`config.mk`:
```
export PLATFORM = sky130hd
export DESIGN_NAME = lamp_demux_guard_flat
export DESIGN_NICKNAME = d
export VERILOG_FILES = /design/src/rtl/lamp_demux_guard_if.sv /design/src/rtl/lamp_demux_guard.sv /design/src/flat_wrapper.sv
export SDC_FILE = /design/constraint.sdc
export NUM_CORES = 1
export LEC_CHECK = 0
export ABC_AREA = 0
export CAP_MARGIN = 20
export CORE_ASPECT_RATIO = 1.5
export CORE_MARGIN = 3
export CORE_UTILIZATION = 50
export DETAILED_ROUTE_END_ITERATION = 10
export PLACE_DENSITY = 0.82
export SLEW_MARGIN = 10
export SYNTH_ARGS = -nofsm -noshare
export SYNTH_HDL_FRONTEND = slang
export SYNTH_SLANG_ARGS = --single-unit
```
`constraint.sdc`:
```
create_clock -name clk -period 2.01 [get_ports clk]
set_input_delay 0.201 -clock clk [delete_from_list [all_inputs] [get_ports clk]]
set_output_delay 0.201 -clock clk [all_outputs]
set_load 0.02 [all_outputs]
```
`src/rtl/lamp_demux_guard_if.sv`:
```
// rtl/lamp_demux_guard_if.sv - lamp-select bus between phase sequencer and lamp demux
interface lamp_demux_guard_if #(
    parameter int NCH = 3
);
    localparam int SELW = (NCH > 2) ? $clog2(NCH) : 1;

    logic            en;
    logic [SELW-1:0] sel;
    logic [NCH-1:0]  out;
    logic [SELW-1:0] cur_sel;
    logic            active;
    logic            guard;
    logic            fault;

    modport master (
        output en, sel,
        input  out, cur_sel, active, guard, fault
    );

    modport slave (
        input  en, sel,
        output out, cur_sel, active, guard, fault
    );
endinterface

```
`src/rtl/lamp_demux_guard.sv`:
```
// rtl/lamp_demux_guard.sv - registered 1-to-NCH lamp demux with break-before-make guard; option macro LAMP_DEMUX_FAULT_LATCH_EN
module lamp_demux_guard #(
    parameter int NCH       = 3,
    parameter int GUARD_CYC = 2
) (
    input  logic              clk,
    input  logic              rst_n,
    lamp_demux_guard_if.slave bus
);
    localparam int             SELW       = (NCH > 2) ? $clog2(NCH) : 1;
    localparam logic [7:0]     GUARD_INIT = 8'(GUARD_CYC - 1);
    localparam logic [NCH-1:0] ONE_HOT0   = {{(NCH-1){1'b0}}, 1'b1};

    typedef enum logic [1:0] {
        ST_OFF,
        ST_ON,
        ST_GUARD
    } state_t;

    state_t          state_q, state_d;
    logic [SELW-1:0] cur_sel_q, cur_sel_d;
    logic [SELW-1:0] pend_q, pend_d;
    logic [7:0]      cnt_q, cnt_d;
    logic [NCH-1:0]  out_q, out_d;
    logic            active_q, active_d;
    logic            guard_q, guard_d;
    logic            fault_q, fault_d;
    logic            sel_valid;
    logic            bad_req;
    logic            frozen;

    assign sel_valid = (32'(bus.sel) < NCH);
    assign bad_req   = bus.en & ~sel_valid;

`ifdef LAMP_DEMUX_FAULT_LATCH_EN
    // A latched fault parks the block in OFF until reset.
    assign frozen = fault_q;
`else
    assign frozen = 1'b0;
`endif

    // Next-state and next-output decode; outputs follow the state being entered.
    always_comb begin
        state_d   = state_q;
        cur_sel_d = cur_sel_q;
        pend_d    = pend_q;
        cnt_d     = cnt_q;
`ifdef LAMP_DEMUX_FAULT_LATCH_EN
        fault_d   = fault_q | bad_req;
`else
        fault_d   = bad_req;
`endif

        if (frozen) begin
            state_d = ST_OFF;
        end else begin
            case (state_q)
                ST_OFF: begin
                    // Nothing is lit, so a new channel can come on without a guard.
                    if (bus.en && sel_valid) begin
                        state_d   = ST_ON;
                        cur_sel_d = bus.sel;
                    end
                end
                ST_ON: begin
                    if (!bus.en || !sel_valid) begin
                        state_d = ST_OFF;
                    end else if (bus.sel != cur_sel_q) begin
                        state_d = ST_GUARD;
                        pend_d  = bus.sel;
                        cnt_d   = GUARD_INIT;
                    end
                end
                ST_GUARD: begin
                    if (!bus.en || !sel_valid) begin
                        state_d = ST_OFF;
                    end else begin
                        // Late select changes retarget the pending channel but never
                        // restart the guard; the newest request wins on exit.
                        pend_d = bus.sel;
                        if (cnt_q == 8'd0) begin
                            state_d   = ST_ON;
                            cur_sel_d = bus.sel;
                        end else begin
                            cnt_d = cnt_q - 8'd1;
                        end
                    end
                end
                default: state_d = ST_OFF;
            endcase
        end

        // A fault always leaves every lamp dark.
        if (fault_d) begin
            state_d = ST_OFF;
        end

        out_d    = (state_d == ST_ON) ? (ONE_HOT0 << cur_sel_d) : '0;
        active_d = (state_d == ST_ON);
        guard_d  = (state_d == ST_GUARD);
    end

    // State and registered outputs; reset discards any pending channel.
    always_ff @(posedge clk or negedge rst_n) begin
        if (!rst_n) begin
            state_q   <= ST_OFF;
            cur_sel_q <= '0;
            pend_q    <= '0;
            cnt_q     <= 8'd0;
            out_q     <= '0;
            active_q  <= 1'b0;
            guard_q   <= 1'b0;
            fault_q   <= 1'b0;
        end else begin
            state_q   <= state_d;
            cur_sel_q <= cur_sel_d;
            pend_q    <= pend_d;
            cnt_q     <= cnt_d;
            out_q     <= out_d;
            active_q  <= active_d;
            guard_q   <= guard_d;
            fault_q   <= fault_d;
        end
    end

    assign bus.out     = out_q;
    assign bus.cur_sel = cur_sel_q;
    assign bus.active  = active_q;
    assign bus.guard   = guard_q;
    assign bus.fault   = fault_q;
endmodule

```
`src/flat_wrapper.sv`:
```
// flat-port wrapper written by rule: the top's interface ports become plain ports
module lamp_demux_guard_flat 
#(
    parameter int NCH       = 3,
    parameter int GUARD_CYC = 2
)
  (clk, rst_n, bus_en, bus_sel, bus_out, bus_cur_sel, bus_active, bus_guard, bus_fault);
  lamp_demux_guard_if #(.NCH(NCH)) bus_i ();
  input  logic clk;
  input  logic rst_n;
  input wire logic [$bits(bus_i.en)-1:0] bus_en;
  input wire logic [$bits(bus_i.sel)-1:0] bus_sel;
  output wire logic [$bits(bus_i.out)-1:0] bus_out;
  output wire logic [$bits(bus_i.cur_sel)-1:0] bus_cur_sel;
  output wire logic [$bits(bus_i.active)-1:0] bus_active;
  output wire logic [$bits(bus_i.guard)-1:0] bus_guard;
  output wire logic [$bits(bus_i.fault)-1:0] bus_fault;
  assign bus_i.en = bus_en;
  assign bus_i.sel = bus_sel;
  assign bus_out = bus_i.out;
  assign bus_cur_sel = bus_i.cur_sel;
  assign bus_active = bus_i.active;
  assign bus_guard = bus_i.guard;
  assign bus_fault = bus_i.fault;
  lamp_demux_guard #(.NCH(NCH), .GUARD_CYC(GUARD_CYC)) u_core (.clk(clk), .rst_n(rst_n), .bus(bus_i));
endmodule
```
==> results.sh, run 1 <==
export IMPL_via_count=1040
export IMPL_cts_buffers_inserted=3
export IMPL_grt_max_degree=19
export IMPL_die_h_um=64.74
export IMPL_setup_viol=0
export IMPL_drive_gt1_frac=0.2810
export IMPL_outcome="finished, final reports clean"
export IMPL_fill_cells=157
export IMPL_row_count=20
export IMPL_clk_latency_ps=330
export IMPL_ir_drop_v=0.0005343
export IMPL_coreArea_um2=2102
export IMPL_path_cells="inv_2 > ha_2 > nor4b_4 > buf_4 > a211oi_2 > nor4_4 > nand3_2 > buf_4 > inv_1"
export IMPL_grtUsageTotal=0.2184
export IMPL_ys_types=45
export IMPL_avgViaCountPerCell=5.943
export IMPL_fin_crit_sh=0.9832
export IMPL_cpMostUsedCell="buf_4"
export IMPL_wl_per_cell_um=16.56
export IMPL_start_util=0.5470
export IMPL_syn_inst=119
export IMPL_cp_arrival_ps=2240
export IMPL_clock_skew_ps=15.94
export IMPL_max_stage_delay_ps=420
export IMPL_cts_root_buf="clkbuf_4"
export IMPL_io_buffers=12
export IMPL_grt_pass1_vias=1040
export IMPL_placed_area_um2=1416
export IMPL_worst_path_max_delay_cell="dfrtp_1"
export IMPL_worstMarginPinSlew_ps=368.2
export IMPL_syn_nets=129
export IMPL_p_total_mw=1.881
export IMPL_maxCapViolCount=0
export IMPL_hold_class="input port to asynchronous set/reset pin"
export IMPL_crit_path_start_kind="flop"
export IMPL_grt_setup_unrepaired="true"
export IMPL_drv_slew=0
export IMPL_dp_hpwl_um=2059
export IMPL_cp_required_ps=2270
export IMPL_cts_buffer_depth=2
export IMPL_power_per_cell_area_nw_per_um2=1223
export IMPL_synth_top_area_cell="dfrtp_1"
export IMPL_antenna_diode_count=0
export IMPL_final_core_util=0.7315
export IMPL_synth_edf_count=0
export IMPL_ys_seq_elements=18
export IMPL_drt_iter0_drc=40
export IMPL_drtAntennaViolNets=0
export IMPL_yosysSeqAreaShare=0.3917
export IMPL_cp_top_family="simple AND/OR/NAND/NOR gates"
export IMPL_grt_pass1_wl_um=4685
export IMPL_worstPathMaxFanout=4
export IMPL_synth_top_area_frac=0.3917
export IMPL_clock_sinks=18
export IMPL_antenna_found_initial=0
export IMPL_nNetsFinal=164
export IMPL_hold_viol_final=0
export IMPL_gp_congestion=0.7922
export IMPL_fin_hold_ws_ps=180.9
export IMPL_cts_tree="built"
export IMPL_drc=0
export IMPL_timing_fmax_ghz=0.5060
export IMPL_power_leakage_nw=0.6827
export IMPL_slew_limit_headroom=0.7541
export IMPL_fp_dieW_um=45.16
export IMPL_die_area_um2=2923
export IMPL_area_growth_pct=33.73
export IMPL_wl_um=2898
export IMPL_ys_async_sr_fraction=1.000
export IMPL_period_needed_ps=1976
export IMPL_stdcell_area_um2=1538
export IMPL_firstDrtPassIters=5
export IMPL_grt_ovfl_total=0
export IMPL_yosys_warnings=0
export IMPL_boundaryPins=13
export IMPL_cp_end_kind="flop"
export IMPL_synth_main_ff_cell="dfrtp_1"
export IMPL_netlist_area_um2=1150
export IMPL_syn_area_per_cell_um2=9.663
export IMPL_worstSetupPathType="flop to flop"
export IMPL_critPathBufInv=4
export IMPL_ctsHoldBuffers=0
export IMPL_htreeDepth=1
export IMPL_synthTopCellsByArea="dfrtp_1, ha_1, nand2_1"
export IMPL_cts_clk_slew_worst_paths_ps=120
final timing paths:
kind,from,end,slack [ps],depth (start not counted)
worst max-delay path,u_core.cnt_q[0]$_DFFE_PN0P_,u_core.bus.active$_DFF_PN0_,30,9
worst min-delay path,rst_n,u_core.bus.out[0]$_DFF_PN0_,180,2
worst max register to register,u_core.cnt_q[0]$_DFFE_PN0P_,u_core.bus.active$_DFF_PN0_,30,9
worst min register to register,u_core.cnt_q[4]$_DFFE_PN0P_,u_core.cnt_q[4]$_DFFE_PN0P_,560,1
max in group asynchronous,rst_n,u_core.bus.cur_sel[0]$_DFF_PN0_,1620,2
min in group clk,u_core.cnt_q[4]$_DFFE_PN0P_,u_core.cnt_q[4]$_DFFE_PN0P_,560,1
power by group:
group	internal [mW]	switching [mW]	total (mW)
Combinational	0.529	0.594	1.12
Sequential	0.435	0.0809	0.516
Clock	0.111	0.131	0.242
Yosys cell counts, types with 3 or more instances:
library cell and number:
dfrtp_1 18, nand2_1 13, inv_1 9, a21oi_1 5, ha_1 5, nand3_1 5
nor2_1 5, nor3_1 5, nand2b_1 3, o21ai_0 3
layer usage:
| metal | part of all wire | up-vias | track usage |
|---|---|---|---|
| met3 | 0.041 | 5 | 0.02778 |
| met5 | 0 | - | 0 |
| li1 | - | 507 | - |
| met2 | 0.55 | 30 | 0.3688 |
| met1 | 0.39 | 498 | 0.2487 |
| met4 | 0.022 | 0 | 0.1319 |
layout make-up:
| class | instances | area, um^2 | share of cell area |
|---|---|---|---|
| sequential | 18 | 450.4 | 0.2929 |
| inverter | 9 | 33.78 | 0.02197 |
| timing repair buffer | 34 | 285.3 | 0.1855 |
| tap | 22 | 27.53 | 0.01790 |
| multi-input combinational | 88 | 704.4 | 0.4581 |
| clock buffer | 4 | 36.28 | 0.02360 |
state kept, by name, indices dropped and copies added, names as in the netlist:
register	flops
u_core.bus.out	3
u_core.cnt_q	8
u_core.bus.fault	1
u_core.bus.cur_sel	2
u_core.state_q	2
u_core.bus.guard	1
u_core.bus.active	1
layout by cell type, fill, tap and decap left out, drive strengths merged, types with 2 or more instances in the layout:
cell            n
a21boi          2
a21o            2
a21oi           5
a22o            2
and3            2
buf            22
clkbuf          4
clkdlybuf4s50  12
dfrtp          18
ha              5
inv             9
mux2i           2
nand2          13
nand2b          3
nand3           6
nor2            5
nor2b           2
nor3            5
nor3b           2
nor4            3
o21a            2
o21ai           3
o41ai           2
or3             2
or4             2
xor2            2
per-stage QoR:
| stage | setup slack (ps) | cells | TNS (ps) |
|---|---|---|---|
| 4_1_cts | 45.02 | 172 | 0 |
| 3_3_place_gp | -58.51 | 168 | -161.8 |
| 5_1_grt | -122.6 | 175 | -399.1 |
| 6_report | 33.72 | 175 | 0 |
| 2_1_floorplan | 217.8 | 119 | 0 |
| 3_5_place_dp | -127.7 | 168 | -653.3 |
what timing repair did:
| item | in CTS | in global routing |
|---|---|---|
| endpoints found under the setup margin | 0 | 4 |
| resized for setup | 0 | 15 |
| setup buffers | 0 | 3 |
cells by family (layout without fill, tap and decap cells):
logic type	after synthesis	count (layout)	synth area share
AO/OA/AOI/OAI	29	29	0.2100
XOR/XNOR	2	2	0.01524
adder cells (fa/ha/maj)	5	5	0.05441
buffers and inverters	13	47	0.05005
flip-flops	18	18	0.3917
multiplexers	2	2	0.01741
AND/OR/NAND/NOR	50	50	0.2611
Note: power is estimated with default switching activity, not from simulation.
==> run 2, diff against run 1 <==
- CORE_UTILIZATION: 50 -> 40
- PLACE_DENSITY: 0.82 -> 0.7
- SLEW_MARGIN: 10 -> 20
==> run 2 against run 1 <==
  * Combinational power shrank 9.8%
  * Sequential power shrank 1%
  * Non-clock buffer count is the same
  * Flip-flop and latch count is the same
  * Worst hold slack gained 90 ps
  * Critical path type unchanged
  * Sequential share of layout area grew 0.44 points
  * Cell area shrank 1.2%
  * Routed wire length shrank 8.2%
  * Core utilization shrank 17 points
  * Via count shrank 3.2%
  * Critical path depth shrank 2
==> results.sh, run 2 (synthesized netlist as in run 1, its figures left out) <==
export IMPL_ctsHoldBuffers=0
export IMPL_grt_ovfl_total=0
export IMPL_final_core_util=0.5615
export IMPL_fill_cells=263
export IMPL_max_stage_delay_ps=460
export IMPL_start_util=0.4251
export IMPL_setup_viol=0
export IMPL_worstPathMaxFanout=4
export IMPL_worst_path_max_delay_cell="o41a_1"
export IMPL_cts_tree="built"
export IMPL_maxCapViolCount=0
export IMPL_via_count=1007
export IMPL_antenna_diode_count=0
export IMPL_regMostFlops="u_core.cnt_q"
export IMPL_area_growth_pct=32.10
export IMPL_boundaryPins=13
export IMPL_post_cts_buffers=0
export IMPL_grt_setup_unrepaired="true"
export IMPL_grt_max_degree=19
export IMPL_antenna_found_initial=0
export IMPL_ir_drop_v=0.0005606
export IMPL_row_count=23
export IMPL_htreeDepth=1
export IMPL_gp_congestion=0.8515
export IMPL_clock_sinks=18
export IMPL_worstMarginPinSlew_ps=519.1
export IMPL_outcome="finished, final reports clean"
export IMPL_grt_pass1_vias=1093
export IMPL_io_buffers=12
export IMPL_cts_buffer_depth=2
export IMPL_cts_root_buf="clkbuf_8"
export IMPL_power_per_cell_area_nw_per_um2=1192
export IMPL_clk_latency_ps=250
export IMPL_route_met3_wl_um=48
export IMPL_cpMostUsedCell="inv_1"
export IMPL_firstDrtPassIters=4
export IMPL_die_h_um=71.67
export IMPL_largest_register_ff_count=8
export IMPL_drtAntennaViolNets=0
export IMPL_cts_clk_slew_worst_paths_ps=70
export IMPL_clock_skew_ps=1.269
export IMPL_pre_cts_ws_ps=-120.6
export IMPL_fin_ws_ps=104.6
export IMPL_fin_crit_sh=0.9480
export IMPL_die_area_um2=3567
export IMPL_dp_hpwl_um=2113
export IMPL_hold_class="input port to asynchronous set/reset pin"
export IMPL_grt_pass1_wl_um=4754
export IMPL_slew_limit_headroom=0.6519
export IMPL_avgViaCountPerCell=5.300
export IMPL_drt_iter0_drc=17
export IMPL_cp_end_kind="flop"
export IMPL_coreArea_um2=2705
export IMPL_final_cell_mix="buf_4, dfrtp_1, nand2_1"
export IMPL_power_leakage_nw=0.6706
export IMPL_cp_arrival_ps=2070
export IMPL_wl_met2_um=1484
export IMPL_fin_hold_ws_ps=271.1
export IMPL_period_needed_ps=1905
export IMPL_wl_met1_um=1105
export IMPL_grtUsageTotal=0.1700
export IMPL_nNetsFinal=164
export IMPL_path_cells="inv_1 > ha_1 > inv_1 > o41a_1 > nor4_4 > nand3_2 > nor3b_1"
export IMPL_crit_path_start_kind="flop"
export IMPL_drive_gt1_frac=0.2288
export IMPL_drc=0
export IMPL_drv_slew=0
export IMPL_fp_dieW_um=49.78
export IMPL_dp_cells=186
export IMPL_cp_required_ps=2170
export IMPL_final_cells=190
export IMPL_cts_buffers_inserted=3
export IMPL_timing_fmax_ghz=0.5248
export IMPL_routed_top_layer="met4"
export IMPL_worstSetupPathType="flop to flop"
export IMPL_wl_um=2661
export IMPL_rrSetupSlack_ps=100
export IMPL_wl_per_cell_um=14.01
export IMPL_hold_viol_final=0
export IMPL_layout_commonest_cell="buf_4"
[run 2: worst max-delay path: cells and delay by family, from the launching register on]
kind	cells	cell delay [ps]
compound gates	1	460
fa+ha+maj	1	180
buf+inv	2	170
flops	1	380
simple gates	3	630
[run 2: routing by layer]
metal | GRT usage | up-vias
met5 | 0 | -
met2 | 0.3343 | 15
met3 | 0.02079 | 4
met1 | 0.1828 | 480
met4 | 0.05231 | 0
li1 | - | 508
[run 2: final timing paths]
kind,depth (start not counted),end,from
worst max-delay path,7,u_core.bus.out[2]$_DFF_PN0_,u_core.state_q[1]$_DFF_PN0_
worst min-delay path,2,u_core.cnt_q[3]$_DFFE_PN0P_,rst_n
worst max register to register,7,u_core.bus.out[2]$_DFF_PN0_,u_core.state_q[1]$_DFF_PN0_
worst min register to register,1,u_core.cnt_q[4]$_DFFE_PN0P_,u_core.cnt_q[4]$_DFFE_PN0P_
max in group asynchronous,2,u_core.state_q[0]$_DFF_PN0_,rst_n
min in group clk,1,u_core.cnt_q[4]$_DFFE_PN0P_,u_core.cnt_q[4]$_DFFE_PN0P_
[run 2: layout make-up]
type | count | area [um^2] | share of cell area
multi-input combinational | 88 | 646.9 | 0.4259
sequential | 18 | 451.7 | 0.2974
timing repair buffer | 34 | 285.3 | 0.1878
clock buffer | 4 | 55.05 | 0.03624
tap | 37 | 46.29 | 0.03048
inverter | 9 | 33.78 | 0.02224
[run 2: power breakdown]
part           switching, mW  leakage [nW]  internal, mW
registers             0.0720         0.235         0.437
logic                  0.534         0.406         0.471
clock network          0.121        0.0288         0.174
[run 2: metrics by stage]
| step | instance area (um^2) | power, mW | setup TNS, ps |
|---|---|---|---|
| global placement | 1458 | 1.480 | -323.2 |
| finish | 1519 | 1.810 | 0 |
| CTS | 1513 | 1.812 | 0 |
| floorplan | 1150 | 1.115 | 0 |
| detailed placement | 1458 | 1.507 | -724.7 |
| global route | 1519 | 1.949 | -130.1 |
[run 2: what timing repair did]
| item | in CTS | in global routing |
|---|---|---|
| endpoints found under the setup margin | 0 | 5 |
| endpoints found under the hold margin | 0 | 0 |
| resized for setup | 0 | 3 |
==> run 3, diff against run 2 <==
- CORE_ASPECT_RATIO: 1.5 -> 0.8
- SLEW_MARGIN: 20 -> 15
==> run 3 against run 2 <==
  * Flip-flop and latch count is the same
  * Non-clock buffer count grew 1
  * Worst hold slack lost 48 ps
  * Cell count is the same
  * Clock power shrank 23%
  * Count of clock-buffer cells in the layout is the same
  * Combinational power grew 8%
  * Total power grew 0.98%
==> results.sh, run 3 (synthesized netlist as in run 1, its figures left out) <==
export IMPL_outcome="finished, final reports clean"
export IMPL_slew_limit_headroom=0.7795
export IMPL_worstMarginPinSlew_ps=330.0
export IMPL_grt_pass1_vias=971
export IMPL_cpMostUsedCell="buf_4"
export IMPL_final_cell_mix="buf_4, dfrtp_1, nand2_1, clkdlybuf4s50_1, inv_1"
export IMPL_boundaryPins=13
export IMPL_drv_slew=0
export IMPL_path_cells="inv_1 > ha_1 > nor4b_4 > buf_4 > buf_4 > a211oi_2 > nor4_4 > nand3_2 > nor3b_2"
export IMPL_grt_max_degree=19
export IMPL_worstPathMaxFanout=4
export IMPL_coreArea_um2=2582
export IMPL_clk_latency_ps=300
export IMPL_cp_required_ps=2220
export IMPL_grtUsageTotal=0.1589
export IMPL_fin_hold_ws_ps=223.0
export IMPL_period_needed_ps=1899
export IMPL_htreeDepth=1
export IMPL_clock_skew_ps=10.99
export IMPL_pre_cts_ws_ps=-133.8
export IMPL_grt_pass1_wl_um=4291
export IMPL_p_seq_frac=0.280
export IMPL_die_area_um2=3558
export IMPL_cts_root_buf="clkbuf_4"
export IMPL_fp_dieW_um=65.95
export IMPL_dp_hpwl_um=2020
export IMPL_cts_buffer_depth=2
export IMPL_drc=0
export IMPL_die_h_um=53.96
export IMPL_internal_power_mw=1.060
export IMPL_layout_commonest_cell="buf_4"
export IMPL_worst_path_max_delay_cell="dfrtp_1"
export IMPL_start_util=0.4453
export IMPL_area_growth_pct=34.49
export IMPL_cts_tree="built"
export IMPL_hold_viol_final=0
export IMPL_via_count=1030
export IMPL_antenna_found_initial=0
export IMPL_wl_um=2684
export IMPL_setup_viol=0
export IMPL_cts_clk_slew_worst_paths_ps=110
export IMPL_power_leakage_nw=0.6885
export IMPL_gp_congestion=0.8331
export IMPL_critPathBufInv=3
export IMPL_switching_share=0.4201
export IMPL_drtAntennaViolNets=0
export IMPL_worstSetupPathType="flop to flop"
export IMPL_cts_buffers_inserted=3
export IMPL_power_per_cell_area_nw_per_um2=1182
export IMPL_wl_per_cell_um=14.13
export IMPL_io_buffers=12
export IMPL_grt_ovfl_total=0
export IMPL_hold_class="input port to asynchronous set/reset pin"
export IMPL_p_clk_frac=0.124
export IMPL_regMostFlops="u_core.cnt_q"
export IMPL_cp_end_kind="flop"
export IMPL_nNetsFinal=165
export IMPL_antenna_diode_count=0
export IMPL_drt_iter0_drc=43
export IMPL_row_count=16
export IMPL_crit_path_start_kind="flop"
export IMPL_cp_top_family="simple AND/OR/NAND/NOR gates"
export IMPL_firstDrtPassIters=4
export IMPL_ctsHoldBuffers=0
export IMPL_fin_ws_ps=110.8
export IMPL_p_sw_uw=767.9
export IMPL_drive_gt1_frac=0.2597
export IMPL_ir_drop_v=0.0006927
export IMPL_maxCapViolCount=0
export IMPL_fill_cells=210
export IMPL_max_stage_delay_ps=400
export IMPL_cp_arrival_ps=2110
export IMPL_power_frac_comb=0.595
export IMPL_fin_crit_sh=0.9449
export IMPL_largest_register_ff_count=8
export IMPL_avgViaCountPerCell=5.421
export IMPL_timing_fmax_ghz=0.5265
export IMPL_clock_sinks=18
==> run 3: final cells by class <==
cell class	count	area (um^2)	share of cell area
Multi-Input combinational cell	88	686.9	0.4442
Timing Repair Buffer	35	292.8	0.1893
Sequential cell	18	451.7	0.2921
Inverter	9	33.78	0.02184
Clock buffer	4	36.28	0.02346
Tap cell	36	45.04	0.02913
==> run 3: metal layers <==
layer | vias up | GRT usage | part of all wire | wire (um)
met2 | 20 | 0.2596 | 0.44 | 1182
met1 | 502 | 0.2116 | 0.52 | 1383
met5 | - | 0 | 0 | 0
li1 | 508 | - | - | -
met4 | 0 | 0.03378 | 0 | 0
met3 | 0 | 0.04593 | 0.044 | 119
==> run 3: worst register-to-register path: stages (launching register included) <==
cell and delay [ps]:
dfrtp_1 400, inv_1 80, ha_1 190, nor4b_4 300, buf_4 170, buf_4 100, a211oi_2 80, nor4_4 180
nand3_2 160, nor3b_2 180
==> run 3: path summary, 6_finish.rpt <==
path                                        startpoint                     endpoint  slack [ps]  depth (start not counted)
setup / recovery           u_core.cnt_q[0]$_DFFE_PN0P_  u_core.bus.out[2]$_DFF_PN0_         110                          9
hold / removal                                   rst_n  u_core.cnt_q[5]$_DFFE_PN0P_         220                          2
setup reg to reg           u_core.cnt_q[0]$_DFFE_PN0P_  u_core.bus.out[2]$_DFF_PN0_         110                          9
hold reg to reg            u_core.cnt_q[0]$_DFFE_PN0P_  u_core.cnt_q[0]$_DFFE_PN0P_         530                          1
max in group asynchronous                        rst_n  u_core.state_q[0]$_DFF_PN0_        1560                          2
min in group clk           u_core.cnt_q[0]$_DFFE_PN0P_  u_core.cnt_q[0]$_DFFE_PN0P_         530                          1
==> run 3: metrics by stage <==
| step | power (mW) | util | TNS, ps | instances | instance area, um^2 |
|---|---|---|---|---|---|
| 5_1_grt | 1.952 | 0.5988 | -109.3 | 190 | 1546 |
| 2_1_floorplan | 1.115 | - | 0 | 119 | 1150 |
| 3_5_place_dp | 1.491 | 0.5581 | -682.2 | 183 | 1441 |
| 6_report | 1.828 | 0.5988 | 0 | 190 | 1546 |
| 3_3_place_gp | 1.473 | 0.5581 | -357.6 | 183 | 1441 |
| 4_1_cts | 1.723 | 0.5722 | 0 | 187 | 1478 |
==> run 3: what timing repair did <==
action | CTS | global route
gates resized for setup | 0 | 10
setup buffers | 0 | 3
endpoints found under the setup margin | 0 | 6
==> run 3: power groups by stage <==
stage / registers (mW) / logic, mW / clock network, mW
3_5_place_dp: 0.514 / 0.977 / 0
3_3_place_gp: 0.512 / 0.961 / 0
2_1_floorplan: 0.567 / 0.549 / 0
6_report: 0.513 / 1.09 / 0.227
5_1_grt: 0.521 / 1.18 / 0.251
4_1_cts: 0.507 / 0.984 / 0.232
